## src/rtl/xgen_seq_link.sv

```systemverilog
// Sequential transform-matrix generator for one family of revolute links.
// Captures sin/cos and the per-link offset D, forms the two D-dependent
// products over two cycles through one shared fixed-point multiplier, then
// presents 15 registered xform entries under a valid/ready handshake.
module xgen_seq_link #(
    parameter int WIDTH        = 32,
    parameter int DECIMAL_BITS = 16,
    parameter int NUM_LINKS    = 7,
    parameter int LINK_BITS    = 3,
    parameter logic [NUM_LINKS*WIDTH-1:0] D_TABLE = (NUM_LINKS*WIDTH)'(13271) << WIDTH
) (
    input  logic                 clk,
    input  logic                 reset,
    input  logic [WIDTH-1:0]     sinq_in,
    input  logic [WIDTH-1:0]     cosq_in,
    input  logic [LINK_BITS-1:0] link_in,
    input  logic                 valid_in,
    output logic                 ready_out,
    output logic                 valid_out,
    input  logic                 ready_in,
    output logic                 link_err_out,
    output logic [WIDTH-1:0]     xform_out_AX_AX,
    output logic [WIDTH-1:0]     xform_out_AX_AY,
    output logic [WIDTH-1:0]     xform_out_AX_AZ,
    output logic [WIDTH-1:0]     xform_out_AY_AX,
    output logic [WIDTH-1:0]     xform_out_AY_AY,
    output logic [WIDTH-1:0]     xform_out_AY_AZ,
    output logic [WIDTH-1:0]     xform_out_AZ_AY,
    output logic [WIDTH-1:0]     xform_out_AZ_AZ,
    output logic [WIDTH-1:0]     xform_out_LX_AX,
    output logic [WIDTH-1:0]     xform_out_LX_AY,
    output logic [WIDTH-1:0]     xform_out_LX_AZ,
    output logic [WIDTH-1:0]     xform_out_LY_AX,
    output logic [WIDTH-1:0]     xform_out_LY_AY,
    output logic [WIDTH-1:0]     xform_out_LY_AZ,
    output logic [WIDTH-1:0]     xform_out_LZ_AX
);

    localparam int unsigned NL = NUM_LINKS;

    typedef enum logic [1:0] {
        S_IDLE,
        S_MUL_C,
        S_MUL_S,
        S_DONE
    } state_t;

    state_t state_q;

    logic signed [WIDTH-1:0]   sin_q;
    logic signed [WIDTH-1:0]   cos_q;
    logic signed [WIDTH-1:0]   d_q;
    logic                      err_q;

    logic signed [WIDTH-1:0]   d_sel;
    logic                      err_sel;
    logic signed [WIDTH-1:0]   mul_a;
    logic signed [WIDTH-1:0]   mul_b;
    logic signed [2*WIDTH-1:0] prod_full;
    logic signed [WIDTH-1:0]   prod_w;
    logic                      accept;

    // Handshake: free when idle, or when the held result is being taken.
    assign ready_out = (state_q == S_IDLE) || ((state_q == S_DONE) && ready_in);
    assign accept    = ready_out && valid_in;

    // Offset lookup; an out-of-table link yields D=0 and flags an error.
    always_comb begin
        d_sel   = '0;
        err_sel = 1'b1;
        for (int unsigned k = 0; k < NL; k++) begin
            if (32'(link_in) == k) begin
                d_sel   = D_TABLE[k*WIDTH +: WIDTH];
                err_sel = 1'b0;
            end
        end
    end

    // Shared multiplier: (-D, cos) in MUL_C, (D, sin) otherwise; floor shift, wrap to WIDTH.
    always_comb begin
        mul_a     = (state_q == S_MUL_C) ? -d_q : d_q;
        mul_b     = (state_q == S_MUL_C) ? cos_q : sin_q;
        prod_full = (2*WIDTH)'(mul_a) * (2*WIDTH)'(mul_b);
        prod_w    = WIDTH'(prod_full >>> DECIMAL_BITS);
    end

    // Control FSM with operand capture and registered xform outputs.
    always_ff @(posedge clk or posedge reset) begin
        if (reset) begin
            state_q         <= S_IDLE;
            sin_q           <= '0;
            cos_q           <= '0;
            d_q             <= '0;
            err_q           <= 1'b0;
            valid_out       <= 1'b0;
            link_err_out    <= 1'b0;
            xform_out_AX_AX <= '0;
            xform_out_AX_AY <= '0;
            xform_out_AX_AZ <= '0;
            xform_out_AY_AX <= '0;
            xform_out_AY_AY <= '0;
            xform_out_AY_AZ <= '0;
            xform_out_AZ_AY <= '0;
            xform_out_AZ_AZ <= '0;
            xform_out_LX_AX <= '0;
            xform_out_LX_AY <= '0;
            xform_out_LX_AZ <= '0;
            xform_out_LY_AX <= '0;
            xform_out_LY_AY <= '0;
            xform_out_LY_AZ <= '0;
            xform_out_LZ_AX <= '0;
        end else begin
            if (accept) begin
                sin_q <= sinq_in;
                cos_q <= cosq_in;
                d_q   <= d_sel;
                err_q <= err_sel;
            end
            case (state_q)
                S_IDLE: begin
                    if (valid_in) begin
                        state_q <= S_MUL_C;
                    end
                end
                S_MUL_C: begin
                    xform_out_LX_AY <= prod_w;
                    state_q         <= S_MUL_S;
                end
                S_MUL_S: begin
                    xform_out_AX_AX <= -cos_q;
                    xform_out_AX_AY <= '0;
                    xform_out_AX_AZ <= sin_q;
                    xform_out_AY_AX <= sin_q;
                    xform_out_AY_AY <= '0;
                    xform_out_AY_AZ <= cos_q;
                    xform_out_AZ_AY <= WIDTH'(1) << DECIMAL_BITS;
                    xform_out_AZ_AZ <= '0;
                    xform_out_LX_AX <= '0;
                    xform_out_LX_AZ <= '0;
                    xform_out_LY_AX <= '0;
                    xform_out_LY_AY <= prod_w;
                    xform_out_LY_AZ <= '0;
                    xform_out_LZ_AX <= -d_q;
                    link_err_out    <= err_q;
                    valid_out       <= 1'b1;
                    state_q         <= S_DONE;
                end
                S_DONE: begin
                    if (ready_in) begin
                        valid_out <= 1'b0;
                        state_q   <= valid_in ? S_MUL_C : S_IDLE;
                    end
                end
                default: begin
                    state_q <= S_IDLE;
                end
            endcase
        end
    end

endmodule

```

## config.mk

```make
export PLATFORM = sky130hd
export DESIGN_NAME = xgen_seq_link
export DESIGN_NICKNAME = d
export VERILOG_FILES = /design/src/rtl/xgen_seq_link.sv
export SDC_FILE = /design/constraint.sdc
export NUM_CORES = 2
export LEC_CHECK = 0
export ABC_CLOCK_PERIOD_IN_PS = 20300
export BUFFER_PORTS_ARGS = -buffer_cell sky130_fd_sc_hd__buf_2
export CORE_UTILIZATION = 30
export DETAILED_ROUTE_END_ITERATION = 10
export GPL_ROUTABILITY_DRIVEN = 0
export SLEW_MARGIN = 10
export SYNTH_ARGS = -nofsm -noshare
export SYNTH_HDL_FRONTEND = slang
export SYNTH_SLANG_ARGS = --single-unit
```

## constraint.sdc

```tcl
create_clock -name clk -period 20.3 [get_ports clk]
set_input_delay 3.045 -clock clk [delete_from_list [all_inputs] [get_ports clk]]
set_output_delay 3.045 -clock clk [all_outputs]
set_load 0.01 [all_outputs]
```

==> metrics.txt <==
run status=finished, final reports clean; Setup TNS Final=0 ns; hold crit path type=flop to flop; number of buffers added on ports=289; final net count=3504; num ports=between 500 and 600; Fin. Hold Viols=0; Hold Path Sink=xform_out_AZ_AY[16]; number of core rows=112; # hold bufs at CTS=0; length in cells of the worst reg-to-reg path=25; critical path data required time=20.80 ns; Antenna Cells=0; RSZ-0062 raised after global routing=false; ratio of cells with drive above 1 in the final layout=0.2131; number of antenna violations at the first check in global routing=2; pin count of the biggest net entering global routing=94; vias after detailed routing=16899; GRT Total Usage=0.1442; DRC violation count after routing=0; Tcrit/Tclk final=0.4839; number of enable flip-flop cells after synthesis=0; area of the die=approximately 96000 µm²; Final min period=9.824 ns; Yosys warnings=0; Post-synth ARST share=1.000; CTS buffer count=30; CP endpoint kind=flop; Post-DRT Antenna Nets=0; clock skew=0.02670 ns; pins over their slew limit=0; worst hold path depth=1; remaining global-route overflow=0; synth top area cells=fa_1 37%, dfrtp_1 20%, mux2_2 8.8%, buf_4 8.4%, inv_1 7.4%; Starting Density=0.3035; synthesized cell area=28370 µm²; number of global-route vias before repair=17554; clk buf depth=3; buffer count from post-CTS setup fixing=0; Setup violations, final=0; Post-Place Cell Area=about 30000 µm²; post-synthesis cell count=2541; clock slew at the register clock pins of the worst setup and hold paths=0.06 ns; WL final=around 70000 µm; Die Y-Extent=309.5 µm; final routed wire length divided by cell count=16.88 µm; cell chosen for the clock root=clkbuf_16; data arrival time of the worst path=between 10 and 15 ns; number of H-tree levels=1; DIE WIDTH=309.5 µm; area leader, netlist=fa_1; sequential fraction of the synthesis area=0.2038; R2R Setup Slk=around 10 ns; top cells by instance count after synthesis=558 x inv_1, 521 x fa_1, 319 x buf_4; clock latency of the later-clocked register in the worst-skew pair=0.62 ns; post-cts repair resize count=0; first-pass iteration count of the detailed router=5; max-slew headroom at the worst pin=0.3504; Setup Slack @ Placement=10.50 ns; Clock Sink Count=231; class of the most critical setup path=flop to flop; Post-synth top flop=dfrtp_1; DRC violation total after the first TritonRoute iteration=842; TritonCTS clock tree=built; largest driver fanout on the critical path=34; flip-flop and latch count after synthesis=231; Startpoint Class=flop; number of unique standard cell types used by synthesis=63; area of all placed cells without fillers=approximately 31000 µm²; Floorplan Core Area=approximately 93000 µm²; area share of the largest cell type after synthesis=0.3677; slew at the pin with the worst max-slew slack=0.9733 ns; wire length of the first global-routing pass=104800 µm; final worst slack=10.48 ns; Worst R2R Start=state_q[1]; # Max-Cap Violations=0; maximum clock frequency=a little over 100 MHz; post-DP HPWL=59290 µm; worst hold path startpoint=xform_out_AZ_AY[16]; count leader, synth=inv_1; Post-Synthesis Mean Instance Area=11.16 µm²; Layout Area Growth over Synthesis=9.153%; routed via count divided by cell count=4.181; destination of the worst register-to-register timing path=xform_out_LX_AY[31]
## cell families after synthesis
group | synth area share
and+or+nand+nor | 0.04689
buffers and inverters | 0.1650
muxes | 0.09850
other | 0.0001322
AOI/OAI and AO/OA | 0.03110
xor gates and xnor gates | 0.02161
adders and majority gates | 0.4330
DFF | 0.2038
## layout make-up
type	instances	area (µm²)
inverter	558	2102
sequential	231	5781
tap	1254	1569
multi-input combinational	1645	18920
clock inverter	16	249.0
timing repair buffer	298	1514
clock buffer	40	828.3
fill	9540	62510
## per-layer routing
metal,track usage,up-vias,part of all wire
li1,-,7660,-
met1,0.1829,8750,0.40
met2,0.2539,416,0.53
met3,0.02288,69,0.047
met4,0.03707,4,0.024
met5,0,-,0.00038
## stage by stage
stage / hold WS [ns] / std cells / util
after global placement: 0.4459 / 3986 / 0.3197
final: 0.4729 / 4042 / 0.3313
after floorplan: 0.4444 / 2804 / -
after global routing: 0.4848 / 4042 / 0.3313
after detailed placement: 0.4654 / 3986 / 0.3197
after CTS: 0.4808 / 4042 / 0.3313
## worst max-delay path: stages, from the launching register on
cell and delay [ns]:
dfrtp_1 0.44, inv_1 0.16, ha_2 0.18, buf_4 0.48
mux2i_1 0.15, nor2b_1 0.38, nand2_1 0.18, inv_1 0.21
fa_1 0.62, fa_1 0.71, inv_1 0.23, fa_1 0.65
inv_1 0.46, fa_1 0.54, fa_1 0.57, fa_1 0.43
fa_1 0.52, fa_1 0.42, ha_1 0.38, a21oi_1 0.26
o21ai_0 0.20, nor4b_1 0.62, o31a_1 0.30, a31oi_1 0.12
xnor2_1 0.18, mux2_2 0.30
## registers in the layout (all words and copies together) (netlist names)
name / cells
sin_q: 32
err_q: 1
xform_out_LZ_AX: 1
d_q: 1
xform_out_AY_AZ: 31
xform_out_LY_AY: 32
xform_out_AY_AX: 32
state_q: 2
xform_out_LX_AY: 32
cos_q: 32
valid_out: 1
xform_out_AZ_AY: 1
link_err_out: 1
xform_out_AX_AX: 32
## worst max-delay path by stage
stage / startpoint / endpoint / cells past startpoint / slack [ns]
6_report: state_q[1] / xform_out_LX_AY[31] / 25 / 10.48
5_1_grt: state_q[1] / xform_out_LX_AY[30] / 27 / 10.02
2_1_floorplan: reset / cos_q[0] / 1 / 10.92
3_3_place_gp: state_q[1] / xform_out_LX_AY[31] / 25 / 10.63
3_5_place_dp: state_q[1] / xform_out_LX_AY[31] / 25 / 10.50
4_1_cts: state_q[1] / xform_out_LX_AY[31] / 25 / 10.48
## placed cells by master (no fill, tap or decap), drive strengths merged, types with 6 or more instances in the layout
cell / n
nand4: 6
inv: 560
nand2: 83
buf: 298
a21o: 15
xnor2: 49
ha: 148
or3: 11
nor3: 14
xor2: 21
nor2b: 31
nor2: 39
fa: 521
clkbuf: 40
a21oi: 41
o21ai: 27
a211oi: 7
conb: 264
mux2: 222
clkinv: 6
nand3: 14
dfrtp: 231
mux2i: 29
and2: 26
nor4: 9
Power is left out: the tool's default activity adds up to more than one toggle a clock period on the data nets, which glitch-free logic cannot reach.
